### config.mk
export PLATFORM = sky130hd
export DESIGN_NAME = fetch_stage_flat
export DESIGN_NICKNAME = d
export VERILOG_FILES = /design/src/rtl/fetch_stage_if.sv /design/src/rtl/fetch_stage.sv /design/src/flat_wrapper.sv
export SDC_FILE = /design/constraint.sdc
export NUM_CORES = 1
export LEC_CHECK = 0
export CAP_MARGIN = 10
export CORE_MARGIN = 4
export CORE_UTILIZATION = 49
export CTS_CLUSTER_DIAMETER = 80
export DETAILED_ROUTE_END_ITERATION = 10
export GPL_ROUTABILITY_DRIVEN = 0
export PLACE_DENSITY = 0.85
export RECOVER_POWER = 25
export SLEW_MARGIN = 20
export SYNTH_ARGS = -nofsm -noshare
export SYNTH_HDL_FRONTEND = slang
export SYNTH_SLANG_ARGS = --single-unit
### constraint.sdc
create_clock -name clk -period 9.2 [get_ports clk]
set_input_delay 1.38 -clock clk [delete_from_list [all_inputs] [get_ports clk]]
set_output_delay 1.38 -clock clk [all_outputs]
set_load 0.1 [all_outputs]
### src/rtl/fetch_stage_if.sv
`default_nettype none
// ============================================================================
// fetch_stage_if : instruction-bus, redirect and decode-side signals of fetch
// Rev 1.0
// ============================================================================
interface fetch_stage_if;
    logic        ireq_valid;
    logic [63:0] ireq_addr;
    logic        iresp_data_ok;
    logic [31:0] iresp_data;
    logic        redirect_valid;
    logic [63:0] redirect_pc;
    logic        out_ready;
    logic        out_valid;
    logic [63:0] out_pc;
    logic [31:0] out_instr;
    logic        out_exc;

    modport master (
        output ireq_valid, ireq_addr,
        input  iresp_data_ok, iresp_data,
        input  redirect_valid, redirect_pc,
        input  out_ready,
        output out_valid, out_pc, out_instr, out_exc
    );

    modport slave (
        input  ireq_valid, ireq_addr,
        output iresp_data_ok, iresp_data,
        output redirect_valid, redirect_pc,
        output out_ready,
        input  out_valid, out_pc, out_instr, out_exc
    );
endinterface
`default_nettype wire

### src/rtl/fetch_stage.sv
`default_nettype none
// ============================================================================
// fetch_stage : single-outstanding instruction fetch with redirect and a
//               one-entry output register. Option: FETCH_MISALIGN_EXC_EN.
// Rev 1.0
// ============================================================================
module fetch_stage #(
    parameter logic [63:0] RESET_PC = 64'h0000_0000_8000_0000
) (
    input  wire            clk,
    input  wire            reset,
    fetch_stage_if.master  bus
);

    localparam logic [1:0] c_IDLE    = 2'd0;
    localparam logic [1:0] c_FETCH   = 2'd1;
    localparam logic [1:0] c_DISCARD = 2'd2;

    logic [1:0]  r_state;
    logic [1:0]  w_next_state;
    logic [63:0] r_pc;
    logic [63:0] r_req_addr;
    logic        r_out_valid;
    logic [63:0] r_out_pc;
    logic [31:0] r_out_instr;

    logic        w_slot_free;
    logic        w_misaligned;
    logic        w_blocked;
    logic        w_start;
    logic        w_load;
    logic        w_exc_load;
    logic [63:0] w_req_addr_next;
    logic        w_ireq_valid;

    assign w_slot_free = !r_out_valid || bus.out_ready;

`ifdef FETCH_MISALIGN_EXC_EN
    logic r_out_exc;
    logic r_exc_hold;

    // After a misalign fault is reported, fetch stays parked until redirected.
    assign w_misaligned    = (r_pc[1:0] != 2'b00);
    assign w_blocked       = r_exc_hold;
    assign w_req_addr_next = r_pc;
`else
    assign w_misaligned    = 1'b0;
    assign w_blocked       = 1'b0;
    assign w_req_addr_next = {r_pc[63:2], 2'b00};
`endif

    assign w_start    = (r_state == c_IDLE) && w_slot_free && !bus.redirect_valid
                        && !w_misaligned && !w_blocked;
    assign w_exc_load = (r_state == c_IDLE) && w_slot_free && !bus.redirect_valid
                        && w_misaligned && !w_blocked;
    assign w_load     = (r_state == c_FETCH) && bus.iresp_data_ok && !bus.redirect_valid;

    always_ff @(posedge clk or posedge reset) begin
        if (reset) begin
            r_state <= c_IDLE;
        end else begin
            r_state <= w_next_state;
        end
    end

    always_comb begin
        w_next_state = r_state;
        case (r_state)
            c_IDLE: begin
                if (w_start) begin
                    w_next_state = c_FETCH;
                end
            end
            c_FETCH: begin
                // A redirect without a response must still drain the old request.
                if (bus.redirect_valid) begin
                    w_next_state = bus.iresp_data_ok ? c_IDLE : c_DISCARD;
                end else if (bus.iresp_data_ok) begin
                    w_next_state = c_IDLE;
                end
            end
            c_DISCARD: begin
                if (bus.iresp_data_ok) begin
                    w_next_state = c_IDLE;
                end
            end
            default: w_next_state = c_IDLE;
        endcase
    end

    always_comb begin
        w_ireq_valid = 1'b0;
        case (r_state)
            c_FETCH, c_DISCARD: w_ireq_valid = 1'b1;
            default:            w_ireq_valid = 1'b0;
        endcase
    end

    always_ff @(posedge clk or posedge reset) begin
        if (reset) begin
            r_pc       <= RESET_PC;
            r_req_addr <= RESET_PC;
        end else begin
            if (bus.redirect_valid) begin
                r_pc <= bus.redirect_pc;
            end else if (w_load) begin
                r_pc <= r_pc + 64'd4;
            end
            if (w_start) begin
                r_req_addr <= w_req_addr_next;
            end
        end
    end

    // Redirect flushes the output register ahead of both consume and load.
    always_ff @(posedge clk or posedge reset) begin
        if (reset) begin
            r_out_valid <= 1'b0;
            r_out_pc    <= 64'd0;
            r_out_instr <= 32'd0;
        end else if (bus.redirect_valid) begin
            r_out_valid <= 1'b0;
        end else if (w_load) begin
            r_out_valid <= 1'b1;
            r_out_pc    <= r_req_addr;
            r_out_instr <= bus.iresp_data;
        end else if (w_exc_load) begin
            r_out_valid <= 1'b1;
            r_out_pc    <= r_pc;
            r_out_instr <= 32'd0;
        end else if (bus.out_ready) begin
            r_out_valid <= 1'b0;
        end
    end

`ifdef FETCH_MISALIGN_EXC_EN
    always_ff @(posedge clk or posedge reset) begin
        if (reset) begin
            r_out_exc  <= 1'b0;
            r_exc_hold <= 1'b0;
        end else begin
            if (bus.redirect_valid) begin
                r_exc_hold <= 1'b0;
            end else if (w_exc_load) begin
                r_exc_hold <= 1'b1;
            end
            if (!bus.redirect_valid && w_load) begin
                r_out_exc <= 1'b0;
            end else if (w_exc_load) begin
                r_out_exc <= 1'b1;
            end
        end
    end

    assign bus.out_exc = r_out_exc;
`else
    assign bus.out_exc = 1'b0;
`endif

    assign bus.ireq_valid = w_ireq_valid;
    assign bus.ireq_addr  = r_req_addr;
    assign bus.out_valid  = r_out_valid;
    assign bus.out_pc     = r_out_pc;
    assign bus.out_instr  = r_out_instr;

endmodule
`default_nettype wire

### src/flat_wrapper.sv
// flat-port wrapper written by rule: the top's interface ports become plain ports
module fetch_stage_flat 
#(
    parameter logic [63:0] RESET_PC = 64'h0000_0000_8000_0000
)
  (clk, reset, bus_ireq_valid, bus_ireq_addr, bus_iresp_data_ok, bus_iresp_data, bus_redirect_valid, bus_redirect_pc, bus_out_ready, bus_out_valid, bus_out_pc, bus_out_instr, bus_out_exc);
  fetch_stage_if bus_i ();
  input  wire clk;
  input  wire reset;
  output wire logic [$bits(bus_i.ireq_valid)-1:0] bus_ireq_valid;
  output wire logic [$bits(bus_i.ireq_addr)-1:0] bus_ireq_addr;
  input wire logic [$bits(bus_i.iresp_data_ok)-1:0] bus_iresp_data_ok;
  input wire logic [$bits(bus_i.iresp_data)-1:0] bus_iresp_data;
  input wire logic [$bits(bus_i.redirect_valid)-1:0] bus_redirect_valid;
  input wire logic [$bits(bus_i.redirect_pc)-1:0] bus_redirect_pc;
  input wire logic [$bits(bus_i.out_ready)-1:0] bus_out_ready;
  output wire logic [$bits(bus_i.out_valid)-1:0] bus_out_valid;
  output wire logic [$bits(bus_i.out_pc)-1:0] bus_out_pc;
  output wire logic [$bits(bus_i.out_instr)-1:0] bus_out_instr;
  output wire logic [$bits(bus_i.out_exc)-1:0] bus_out_exc;
  assign bus_ireq_valid = bus_i.ireq_valid;
  assign bus_ireq_addr = bus_i.ireq_addr;
  assign bus_i.iresp_data_ok = bus_iresp_data_ok;
  assign bus_i.iresp_data = bus_iresp_data;
  assign bus_i.redirect_valid = bus_redirect_valid;
  assign bus_i.redirect_pc = bus_redirect_pc;
  assign bus_i.out_ready = bus_out_ready;
  assign bus_out_valid = bus_i.out_valid;
  assign bus_out_pc = bus_i.out_pc;
  assign bus_out_instr = bus_i.out_instr;
  assign bus_out_exc = bus_i.out_exc;
  fetch_stage #(.RESET_PC(RESET_PC)) u_core (.clk(clk), .reset(reset), .bus(bus_i));
endmodule
After elaboration in Yosys (flattened, before gate mapping) --
Cells that the tools add are included.
Operators by class: add/subtract/negate cells 1, eq/ne operators 3, mux-type cells 11, bitwise gates (word level) 1, reductions and logical operators 12
Operators with widths (number):
- two-way mux 64 bit | 2
- adder 64 x 3 -> 64 bit, second input constant | 1
- two-way mux 2 bit | 4
- case mux 2 bit (3 select lines) | 1
- logical AND 1 bit | 4
- two-way mux 1 bit | 4
- nonzero test 3 bit | 1
- == test 2 x 1 -> 1 bit, second input constant | 1
- == test 2 bit, second input constant | 1
- logical NOT 1 bit | 2
- logical NOT 2 bit | 1
- inequality test 2 x 1 -> 1 bit, second input constant | 1
- AND reduction 2 bit | 1
- nonzero test 2 bit | 1
- OR reduction 2 bit | 1
- logical OR 1 bit | 1
- NOT 1 bit | 1
Storage, ports and cells: flip-flop bits (word level) 223, input bits 101, output and inout bits 163

Longest topological paths before layout --
word-level depth 6, depth in mapped cells 9, gate-level depth less buffers 7

Worst setup path after synthesis --
OpenSTA, ideal clock, no wires.
path type in2reg, start point input port bus_iresp_data_ok, end point register u_core.r_pc[61], setup time 0.082 ns, data arrival time 2.991 ns, required time 9.118 ns, slack 6.127 ns, stages 7, path through and4_1 nand4_1 clkbuf_1 or4_1 clkbuf_2 or3_1 a31oi_1
On the way: word-level cells in the longest chain between the ends 3
RTL lines:
- from (decl) | RTL line flat_wrapper.sv:12 | input wire logic [$bits(bus_i.iresp_data_ok)-1:0] bus_iresp_data_ok;
- logical AND 1 bit (2 in series) | RTL line fetch_stage.sv:56 | assign w_load = (r_state == c_FETCH) && bus.iresp_data_ok && !bus.redirect_valid;
- nonzero test 2 bit (no line)
- to (signal assigned) | RTL line fetch_stage.sv:105 | r_pc <= bus.redirect_pc;
- to (signal assigned) | RTL line fetch_stage.sv:107 | r_pc <= r_pc + 64'd4;
- to (decl) | RTL line fetch_stage.sv:21 | logic [63:0] r_pc;
Every way passes these cells. A chain may end at the register's enable or synchronous reset.

Final worst setup path --
start point input port bus_iresp_data_ok, end point register u_core.r_pc[63]
The elaborated chain is that of the path after synthesis.

==> out/metrics.cfg <==
[clocking]
cts_max_level = 1
holdBufCountCts = 0
ctsResizeCount = 0
cts_tree = built
cts_inserted_buffers = 24
cts.path.max_buffers = 3
post_cts_buffers = 0
cts.sinks = 221
clk_latency_ns = 0.51
root_buffer = clkbuf_16
cts.clk_slew.worst_paths_ns = 0.06

[sta]
fin_crit_ns = 3.88
relSlewSlack_pct = 32.0
fin_ws_ns = 5.32
fmax_ghz = 0.258
rsz0062_at_grt = false
fin_skew_ns = 0.0217
setup_tns_ns = 0
worstMarginPinSlew_ns = 1.01
finalMaxSlewViolations = 0
final_hold_viol_count = 0
setup_violations = 0
fin_crit_sh_pct = 42.2

[worst_setup_path]
end_kind = flop
crit_fanout = 11
critPathLaunchType = input pin
r2r_start = u_core.r_state[1]
reg2reg_setup_slack_ns = 6.06
cp-endpoint = u_core.r_pc[63]
crit_arrival_ns = 4.24
worstSetupStartpoint = bus_iresp_data_ok
r2r-end = u_core.r_pc[63]
cp_data_required_time_ns = 9.56
worstSetupPathType = input pin to flop
ff2ff_path_depth = 7

[placed_design]
dp_slack_ns = 4.84
place_hpwl_um = 17100
placed_area_um2 = 12500
port_buffers = 256
dp_cells = 1276

[logic_synthesis]
avgSynthCellArea_um2 = 12.3
yosys_warnings = 0
synth_cell_types = 46
synth_ff_type = dfrtp_1
syn_area_um2 = 9680
synth_edf_count = 0
seq_area_frac_synth_pct = 57.2
ys_ff_latch = 221
async_reset_ff_share_pct = 100
syn_inst = 788

[route]
drc_errors = 0
vias_per_cell = 5.46
drt_wl_total_um = 24700
drt-pass1-iter-count = 4
antenna_left = 0
first_iter_violations = 346
vias = 7200
avgRoutedWirePerCell_um = 18.7

[grt]
grt_overflow_total = 0
track_usage_pct = 22.1
antenna_found_initial = 2
use_met3_pct = 5.67
grt_start_max_net_pins = 153
met1_usage_pct = 28.9
grtUsageMet2_pct = 36.8
grt_pass1_vias = 7476
grt_pass1_wl_um = 39900
top_usage_layer = met2

[floorplan]
coreArea_um2 = 19500
ios = 264
fp.dieW_um = 149
fp-row-count = 51
start_util_pct = 49.7
die_h_um = 149
die-area_um2 = 22100

[cells_and_area]
fill_cells = 1435
fin_cells = 1319
area_growth_pct = 36.9
layout.nets = 1143
drive_gt1_share_pct = 20.2
finalInstanceArea_um2 = 13200

[worst_hold_path]
min_path_type = flop to flop
worstHoldStart = u_core.bus.out_pc[26]
holdPathStages = 1

[run_status]
status = completed

[job]
maxCapViolations = 0

[metal layers]
metal	vias up	part of all wire (%)	wire length, µm
met5	-	0.028	7
met4	2	1.8	442
met3	36	8.0	1970
met2	256	49	12100
met1	3554	41	10200
li1	3352	-	-
[logic make-up (layout without fill, tap and decap cells)]
| logic type | Yosys count | in the layout | synth area share, % |
|---|---|---|---|
| buffers and inverters | 57 | 318 | 2.49 |
| other | 1 | 6 | 0.0387 |
| XOR/XNOR | 40 | 40 | 3.62 |
| multiplexers | 159 | 159 | 18.5 |
| adder cells (fa/ha/maj) | 5 | 5 | 0.646 |
| AO/OA/AOI/OAI | 82 | 82 | 5.17 |
| AND/OR/NAND/NOR | 223 | 223 | 12.4 |
| flip-flops | 221 | 221 | 57.2 |
[cells in the mapped netlist (all sizes together), types with 6 or more instances]
cell / count / area (µm²)
or4: 15 / 118
nand3: 36 / 185
dfrtp: 219 / 5480
a31oi: 14 / 87.6
and4: 11 / 96.3
inv: 14 / 52.6
nor2: 17 / 63.8
xor2: 21 / 184
o211ai: 6 / 45.0
o31ai: 6 / 45.0
xnor2: 19 / 166
clkbuf: 34 / 129
o21ai: 42 / 210
buf: 9 / 60.1
nand2: 68 / 255
nor3: 15 / 75.1
nor4: 12 / 87.6
mux2: 158 / 1780
nand4: 24 / 156
or3: 6 / 37.5
and3: 9 / 56.3
[cells in the final DEF (no fill, tap or decap), drive strengths merged, types with 2 or more instances in the layout]
cell           netlist  routed
or4                 15      15
inv                 14      13
or3                  6       6
a21o                 3       3
and4                11      11
xnor2               19      19
clkdlybuf4s50        0     253
nor2                17      17
o211ai               6       6
nand4               24      24
mux2               158     158
and3                 9       9
nor4                12      12
o31a                 2       2
a31oi               14      14
nand2               68      68
dlygate4sd3          0       2
o31ai                6       6
o21ai               42      42
clkbuf              34      39
conb                 1       5
nor3                15      15
nand2b               2       2
and2                 5       5
a21oi                3       3
buf                  9       7
xor2                21      21
clkinv               0       2
dfstp                2       2
ha                   5       5
nand4b               2       2
nand3               36      36
dfrtp              219     219
[state kept, by name (all words and copies together), names as in the netlist]
register              count
u_core.bus.ireq_addr     62
u_core.bus.out_pc        62
u_core.r_pc              62
u_core.bus.out_instr     32
u_core.r_state            2
u_core.bus.out_valid      1
[area by class of cell]
class | instances | area [µm²] | share of cell area, %
sequential | 221 | 5530 | 41.8
multi-input combinational | 514 | 3930 | 29.7
timing repair buffer | 262 | 2600 | 19.6
clock buffer | 39 | 738 | 5.57
tap | 265 | 332 | 2.50
inverter | 14 | 65.1 | 0.491
clock inverter | 3 | 42.5 | 0.321
antenna | 1 | 2.50 | 0.0189
[worst max-delay path, stage by stage]
cell and delay (ns):
dlygate4sd3_1 0.71, and4_1 0.29, nand4_1 0.47, nor4_2 1.02
a31o_2 0.28, a31oi_1 0.07
[through the flow]
step	util, %	hold slack (ns)
2_1_floorplan	-	0.479
3_3_place_gp	64.0	0.486
3_5_place_dp	64.0	0.492
4_1_cts	68.0	0.505
5_1_grt	68.1	0.514
6_report	68.1	0.502
[worst min-delay path by stage]
| stage | to |
|---|---|
| finish | u_core.bus.out_pc[26] |
| global route | u_core.bus.out_pc[9] |
| detailed placement | u_core.bus.out_pc[55] |
| floorplan | u_core.bus.ireq_addr[63] |
| global placement | u_core.bus.out_instr[17] |
| CTS | u_core.bus.out_pc[40] |
Power is not shown: default switching activity piles up to over one toggle a cycle in this logic, so the estimate is an artifact.
